--- config.mk ---
export PLATFORM = sky130hd
export DESIGN_NAME = icapetwo_responder
export DESIGN_NICKNAME = d
export VERILOG_FILES = /design/src/rtl/icape_pkg.sv /design/src/rtl/icape_bitswap.sv /design/src/rtl/icapetwo_responder.sv
export SDC_FILE = /design/constraint.sdc
export NUM_CORES = 2
export LEC_CHECK = 0
export ABC_AREA = 0
export CAP_MARGIN = 20
export CORE_ASPECT_RATIO = 0.7
export CORE_MARGIN = 2
export CORE_UTILIZATION = 45
export CTS_CLUSTER_SIZE = 20
export DETAILED_ROUTE_END_ITERATION = 12
export GPL_ROUTABILITY_DRIVEN = 0
export PLACE_DENSITY_LB_ADDON = 0.2
export SETUP_SLACK_MARGIN = 0.1
export SYNTH_ARGS = -nofsm -noshare
export SYNTH_HDL_FRONTEND = slang
export SYNTH_SLANG_ARGS = --single-unit
--- constraint.sdc ---
create_clock -name i_clk -period 3.4 [get_ports i_clk]
set_clock_uncertainty 0.15 [all_clocks]
set_input_delay 0.34 -clock i_clk [delete_from_list [all_inputs] [get_ports i_clk]]
set_output_delay 0.34 -clock i_clk [all_outputs]
set_load 0.02 [all_outputs]
--- src/rtl/icape_pkg.sv ---
// Shared constants and FSM state type for the ICAPE2 responder.
package icape_pkg;

    localparam int unsigned DATA_W   = 32;
    localparam int unsigned ADDR_W   = 5;
    localparam int unsigned CNT_W    = 11;
    localparam int unsigned NUM_REGS = 32;

    localparam logic [DATA_W-1:0] SYNC_WORD  = 32'hAA995566;
    localparam logic [DATA_W-1:0] NOOP_WORD  = 32'h20000000;
    localparam logic [DATA_W-1:0] DUMMY_WORD = 32'hFFFFFFFF;

    // Type-1 header: [31:29] type, [28:27] opcode, [17:13] register, [10:0] word count
    localparam logic [2:0] TYPE1  = 3'b001;
    localparam logic [1:0] OP_NOP = 2'b00;
    localparam logic [1:0] OP_RD  = 2'b01;
    localparam logic [1:0] OP_WR  = 2'b10;

    localparam logic [ADDR_W-1:0] REG_CMD    = 5'h04;
    localparam logic [ADDR_W-1:0] REG_IDCODE = 5'h0c;
    localparam logic [ADDR_W-1:0] REG_WBSTAR = 5'h10;

    localparam logic [4:0] CMD_DESYNC = 5'h0d;
    localparam logic [4:0] CMD_IPROG  = 5'h0f;

    typedef enum logic [1:0] {
        UNSYNC = 2'd0,
        HDR    = 2'd1,
        WDATA  = 2'd2
    } state_e;

endpackage

--- src/rtl/icape_bitswap.sv ---
// Reverses bit order inside each byte of a 32-bit word (ICAPE2 pin order <-> logical order).
module icape_bitswap
    import icape_pkg::*;
(
    input  logic [DATA_W-1:0] i_word,
    output logic [DATA_W-1:0] o_word_c
);

    always_comb begin
        o_word_c = '0;
        for (int b = 0; b < 4; b++) begin
            for (int i = 0; i < 8; i++) begin
                o_word_c[b*8 + i] = i_word[b*8 + 7 - i];
            end
        end
    end

endmodule

--- src/rtl/icapetwo_responder.sv ---
// ICAPE2 stand-in: decodes the sync/type-1 packet stream, serves a 32-entry
// config register file, readback with fixed latency, DESYNC and IPROG.
module icapetwo_responder
    import icape_pkg::*;
#(
    parameter logic [DATA_W-1:0] IDCODE     = 32'h0362D093,
    parameter int unsigned       RD_LATENCY = 3
) (
    input  logic              i_clk,
    input  logic              i_reset_n,
    input  logic              i_csib,
    input  logic              i_rdwrb,
    input  logic [DATA_W-1:0] i_data,
    output logic [DATA_W-1:0] o_data,
    output logic              o_synced,
    output logic              o_iprog,
    output logic [DATA_W-1:0] o_iprog_addr,
    output logic              o_err
);

    localparam int unsigned      LAT_W   = (RD_LATENCY < 2) ? 1 : $clog2(RD_LATENCY + 1);
    localparam logic [LAT_W-1:0] LAT_MAX = LAT_W'(RD_LATENCY);

    state_e            state_q, state_d;
    logic [DATA_W-1:0] regs_q [NUM_REGS];
    logic [DATA_W-1:0] regs_d [NUM_REGS];
    logic [ADDR_W-1:0] wr_addr_q, wr_addr_d;
    logic [ADDR_W-1:0] rd_addr_q, rd_addr_d;
    logic [CNT_W-1:0]  wr_cnt_q, wr_cnt_d;
    logic [CNT_W-1:0]  rd_cnt_q, rd_cnt_d;
    logic [LAT_W-1:0]  rd_lat_q, rd_lat_d;
    logic              csib_q, csib_d;
    logic              rdwrb_q, rdwrb_d;
    logic [DATA_W-1:0] data_q, data_d;
    logic [DATA_W-1:0] iprog_addr_q, iprog_addr_d;
    logic              synced_q, synced_d;
    logic              iprog_q, iprog_d;
    logic              err_q, err_d;

    logic [DATA_W-1:0] w_c;
    logic [DATA_W-1:0] rd_word_c;
    logic [DATA_W-1:0] rd_swap_c;
    logic [LAT_W-1:0]  lat_inc_c;
    logic              abort_c;

    icape_bitswap u_wr_swap (
        .i_word   (i_data),
        .o_word_c (w_c)
    );

    icape_bitswap u_rd_swap (
        .i_word   (rd_word_c),
        .o_word_c (rd_swap_c)
    );

    assign rd_word_c = (rd_addr_q == REG_IDCODE) ? IDCODE : regs_q[rd_addr_q];
    assign lat_inc_c = (rd_lat_q == LAT_MAX) ? rd_lat_q : rd_lat_q + LAT_W'(1);
    // Direction flip while chip select stays low aborts the session
    assign abort_c   = !i_csib && !csib_q && (i_rdwrb != rdwrb_q);

    always_comb begin
        state_d      = state_q;
        regs_d       = regs_q;
        wr_addr_d    = wr_addr_q;
        rd_addr_d    = rd_addr_q;
        wr_cnt_d     = wr_cnt_q;
        rd_cnt_d     = rd_cnt_q;
        rd_lat_d     = rd_lat_q;
        csib_d       = i_csib;
        rdwrb_d      = i_rdwrb;
        data_d       = data_q;
        iprog_addr_d = iprog_addr_q;
        synced_d     = synced_q;
        iprog_d      = 1'b0;
        err_d        = err_q;

        if (abort_c) begin
            err_d    = 1'b1;
            state_d  = UNSYNC;
            synced_d = 1'b0;
            rd_cnt_d = '0;
            wr_cnt_d = '0;
            rd_lat_d = '0;
        end else if (i_csib) begin
            rd_lat_d = '0;
        end else if (!i_rdwrb) begin
            case (state_q)
                UNSYNC: begin
                    if (w_c == SYNC_WORD) begin
                        state_d  = HDR;
                        synced_d = 1'b1;
                    end
                end
                HDR: begin
                    if (w_c != NOOP_WORD && w_c != DUMMY_WORD) begin
                        if (w_c[31:29] != TYPE1) begin
                            err_d = 1'b1;
                        end else begin
                            case (w_c[28:27])
                                OP_RD: begin
                                    rd_addr_d = w_c[17:13];
                                    rd_cnt_d  = w_c[10:0];
                                end
                                OP_WR: begin
                                    if (w_c[10:0] != '0) begin
                                        wr_addr_d = w_c[17:13];
                                        wr_cnt_d  = w_c[10:0];
                                        state_d   = WDATA;
                                    end
                                end
                                OP_NOP: begin
                                end
                                default: err_d = 1'b1;
                            endcase
                        end
                    end
                end
                WDATA: begin
                    if (wr_addr_q != REG_IDCODE) begin
                        regs_d[wr_addr_q] = w_c;
                    end
                    if (wr_cnt_q != '0) begin
                        wr_cnt_d = wr_cnt_q - CNT_W'(1);
                    end
                    if (wr_cnt_q <= CNT_W'(1)) begin
                        state_d = HDR;
                    end
                    // Commands act after the data word itself has been stored
                    if (wr_addr_q == REG_CMD) begin
                        if (w_c[4:0] == CMD_DESYNC) begin
                            state_d  = UNSYNC;
                            synced_d = 1'b0;
                            wr_cnt_d = '0;
                        end
                        if (w_c[4:0] == CMD_IPROG) begin
                            iprog_d      = 1'b1;
                            iprog_addr_d = regs_q[REG_WBSTAR];
                        end
                    end
                end
                default: state_d = UNSYNC;
            endcase
        end else if (state_q != UNSYNC) begin
            rd_lat_d = lat_inc_c;
            if (lat_inc_c == LAT_MAX && rd_cnt_q != '0) begin
                data_d   = rd_swap_c;
                rd_cnt_d = rd_cnt_q - CNT_W'(1);
            end
        end
    end

    always_ff @(posedge i_clk or negedge i_reset_n) begin
        if (!i_reset_n) begin
            state_q <= UNSYNC;
            for (int i = 0; i < int'(NUM_REGS); i++) begin
                regs_q[i] <= '0;
            end
            wr_addr_q    <= '0;
            rd_addr_q    <= '0;
            wr_cnt_q     <= '0;
            rd_cnt_q     <= '0;
            rd_lat_q     <= '0;
            csib_q       <= 1'b1;
            rdwrb_q      <= 1'b0;
            data_q       <= '0;
            iprog_addr_q <= '0;
            synced_q     <= 1'b0;
            iprog_q      <= 1'b0;
            err_q        <= 1'b0;
        end else begin
            state_q      <= state_d;
            regs_q       <= regs_d;
            wr_addr_q    <= wr_addr_d;
            rd_addr_q    <= rd_addr_d;
            wr_cnt_q     <= wr_cnt_d;
            rd_cnt_q     <= rd_cnt_d;
            rd_lat_q     <= rd_lat_d;
            csib_q       <= csib_d;
            rdwrb_q      <= rdwrb_d;
            data_q       <= data_d;
            iprog_addr_q <= iprog_addr_d;
            synced_q     <= synced_d;
            iprog_q      <= iprog_d;
            err_q        <= err_d;
        end
    end

    assign o_data       = data_q;
    assign o_synced     = synced_q;
    assign o_iprog      = iprog_q;
    assign o_iprog_addr = iprog_addr_q;
    assign o_err        = err_q;

endmodule

==> flow_summary.ini <==
[die]
pin_count = 103
die_h_um = 284.1
dieWidth_um = 404.2
die-area_um2 = 114800
rows = 102
initial_core_util_pct = 45.49
coreArea_um2 = 110900

[power]
p_leak_nw = 27.52
intPower_mw = 22.96
combPwrFrac_pct = 14.3
powerDensity_nw_per_um2 = 542.5
ir_drop_uv = 431.5
clkPwrFrac_pct = 39.7
p_switching_mw = 8.371
p_seq_share_pct = 46.1
swShare_pct = 26.72

[finish]
drive_gt1_share_pct = 48.76
final_nets = 3461
area_delta_synth_final_pct = 14.46

[worst_setup_path]
reg2reg_to = o_data[11]
worst-r2r-cell-count = 5
cp.arrival_ns = 3.40
endpoint_kind = register
r2r-start = rd_addr_q[1]
cp-start-kind = register
reg2reg_slack_ns = 0.44
crit_required_ns = 3.84
worstPathMaxFanout = 38
path_class = reg2reg

[clock_network]
cts_tree = yes
h-tree-depth = 3
ctsResizeCount = 0
cts_made_buffers = 111
path_clk_slew_ns = 0.06
clock_sinks = 1117
clk_latency_ns = 0.72
cts-root-buf = clkbuf_16
cts_buffer_depth = 3

[place]
place_ws_ns = 0.3700
hpwl_um = 90680
numPortBuffers = 102

[global_routing]
grt_overflow = 0
track_usage_pct = 25.05
grt_start_max_net_pins = 140
grt_pass1_vias = 32130
antenna_found_initial = 3
grt_pass1_wl_um = 214300

[routing]
drc = 0
routed_via_density = 6.058
drt-initial-drc-count = 2486
firstDrtPassIters = 7
wire_per_inst_um = 28.63
ant_nets = 0
wl_um = 142100
route.vias.total = 30070

[timing]
setup_viol = 0
drv_slew = 0
worstMarginPinSlew_ns = 0.9946
fmax_mhz = 337.5
min_period_ns = 2.963
relSlewSlack_pct = 33.70
fin_crit_sh_pct = 87.14
totalNegativeSetupSlack_ns = 0
final.setup.worst_slack_ns = 0.4371
hold_violations = 0
rsz0062_at_grt = no

[logic_synthesis]
ys_ff_latch = 1117
syn_inst = 3332
seq_area_frac_synth_pct = 55.41
ys_types = 72
syn_area_um2 = 50450
synth_fp_nets = 3372
synthFlopType = dfrtp_1
async_reset_ff_share_pct = 100.0
synth_edf_count = 0
yosysWarnings = 0
syn_area_per_cell_um2 = 15.14

[hold_path]
hold_path_end = csib_q
hp-start = i_csib
whs_path_depth = 2
hold_class = in2reg

[outcome]
status = completed

[flow_run]
maxCapViolations = 0
==> stage by stage <==
step / std cells / area, um^2 / util, % / power (mW) / hold slack [ns]
2_1_floorplan: 3332 / 50450 / - / 17.12 / -0.1056
3_3_place_gp: 4761 / 54020 / 48.71 / 18.96 / 0.1290
3_5_place_dp: 4761 / 54020 / 48.71 / 19.12 / 0.1373
4_1_cts: 4963 / 57740 / 52.06 / 31.59 / 0.09334
5_1_grt: 4963 / 57740 / 52.06 / 32.58 / 0.1551
6_report: 4964 / 57740 / 52.07 / 31.33 / 0.1473
==> timing repair <==
item | in CTS | in global routing
hold buffers | 3 | 0
setup buffers | 0 | 0
hold endpoints to repair | 680 | 0
==> placed cells by master, fill, tap and decap left out, types with 15 or more instances in the layout <==
cell,n
dfrtp_1,1111
mux2_2,1031
mux4_2,246
buf_4,162
clkbuf_16,113
clkdlybuf4s50_1,101
nand2_1,80
o22ai_1,53
buf_12,49
nor2_1,38
o21ai_0,32
nor3_1,31
clkbuf_8,29
mux2i_1,27
clkbuf_1,27
a21oi_1,25
nand2_2,24
nor2b_1,21
a211oi_1,19
nand3_1,18
inv_1,16
a22o_1,16
clkinv_2,16
a22oi_1,15
==> cell families (layout without fill, tap and decap cells) <==
kind of cell	after synthesis	in the layout	share of synthesized area, %
XOR/XNOR	3	3	0.05209
flip-flops	1117	1117	55.41
adder cells (fa/ha/maj)	4	4	0.09921
AO/OA/AOI/OAI	230	230	3.229
buffers and inverters	355	530	3.298
multiplexers	1310	1310	34.66
other	0	1	0
AND/OR/NAND/NOR	313	313	3.251
==> power groups by stage <==
| stage | combinational [mW] | sequential, mW | clock, mW |
|---|---|---|---|
| after global routing | 4.80 | 14.5 | 13.3 |
| after global placement | 4.35 | 14.6 | 0 |
| final | 4.47 | 14.4 | 12.4 |
| after detailed placement | 4.46 | 14.7 | 0 |
| after CTS | 4.49 | 14.4 | 12.7 |
| after floorplan | 2.62 | 14.5 | 0 |
==> worst max-delay path by stage <==
stage / from / slack, ns / depth (start not counted) / end
floorplan: rd_addr_q[1] / 0.92 / 9 / o_data[10]
global placement: i_csib / 0.38 / 9 / regs_q[754]
detailed placement: i_csib / 0.37 / 9 / regs_q[760]
CTS: rd_addr_q[1] / 0.44 / 6 / o_data[31]
global route: rd_addr_q[1] / 0.33 / 6 / o_data[31]
finish: rd_addr_q[1] / 0.44 / 5 / o_data[11]
==> worst max-delay path, stage by stage (launching register included) <==
cell and delay (ns):
dfrtp_4 1.07, buf_4 0.33, mux4_2 0.51, o22ai_1 0.39
or4_1 0.25, o21ai_0 0.10
==> layer usage <==
| layer | routed length (um) | part of all wire [%] | track usage [%] |
|---|---|---|---|
| met4 | 4071 | 2.9 | 7.351 |
| met1 | 65190 | 46 | 36.45 |
| met2 | 65050 | 46 | 38.46 |
| met5 | 7 | 0.0049 | 0 |
| met3 | 7824 | 5.5 | 4.636 |
==> sequential cells by signal (all words and copies together), names as in the netlist, 5 cells and up <==
signal,cells
regs_q,1012
o_data,32
o_iprog_addr,32
rd_cnt_q,11
wr_cnt_q,11
rd_addr_q,5
wr_addr_q,5
==> synthesized netlist by cell type, types with 8 or more instances <==
master / n / area share [%]
a2bb2oi_1: 12 / 0.21
mux2_2: 1031 / 23
o21ai_0: 32 / 0.32
mux4_2: 246 / 11
nand2b_1: 8 / 0.099
nor4_1: 13 / 0.16
buf_1: 31 / 0.23
a22o_1: 16 / 0.28
or4_1: 14 / 0.21
buf_6: 21 / 0.47
a22oi_1: 15 / 0.22
nand2_1: 104 / 0.77
buf_4: 16 / 0.24
inv_1: 16 / 0.12
nor2b_1: 26 / 0.32
a32o_1: 14 / 0.28
nor2_1: 41 / 0.31
nand4_1: 11 / 0.14
clkbuf_1: 180 / 1.3
dfrtp_1: 1116 / 55
o31ai_1: 8 / 0.12
a21oi_1: 25 / 0.25
a211oi_1: 19 / 0.28
buf_2: 91 / 0.90
nor3_1: 33 / 0.33
nand3_1: 18 / 0.18
o22ai_1: 53 / 0.66
mux2i_1: 27 / 0.54
==> cell type report <==
cell class,count,area (um^2)
clock buffers,169,3328
multi-input cells,1860,20960
well taps,1456,1822
flip-flops and latches,1117,27970
clock inverters,30,356.6
repair buffers,315,3243
inverters,16,60.06
fillers,8942,53160
diodes,1,2.502
Power figures use the tool's default switching activity.
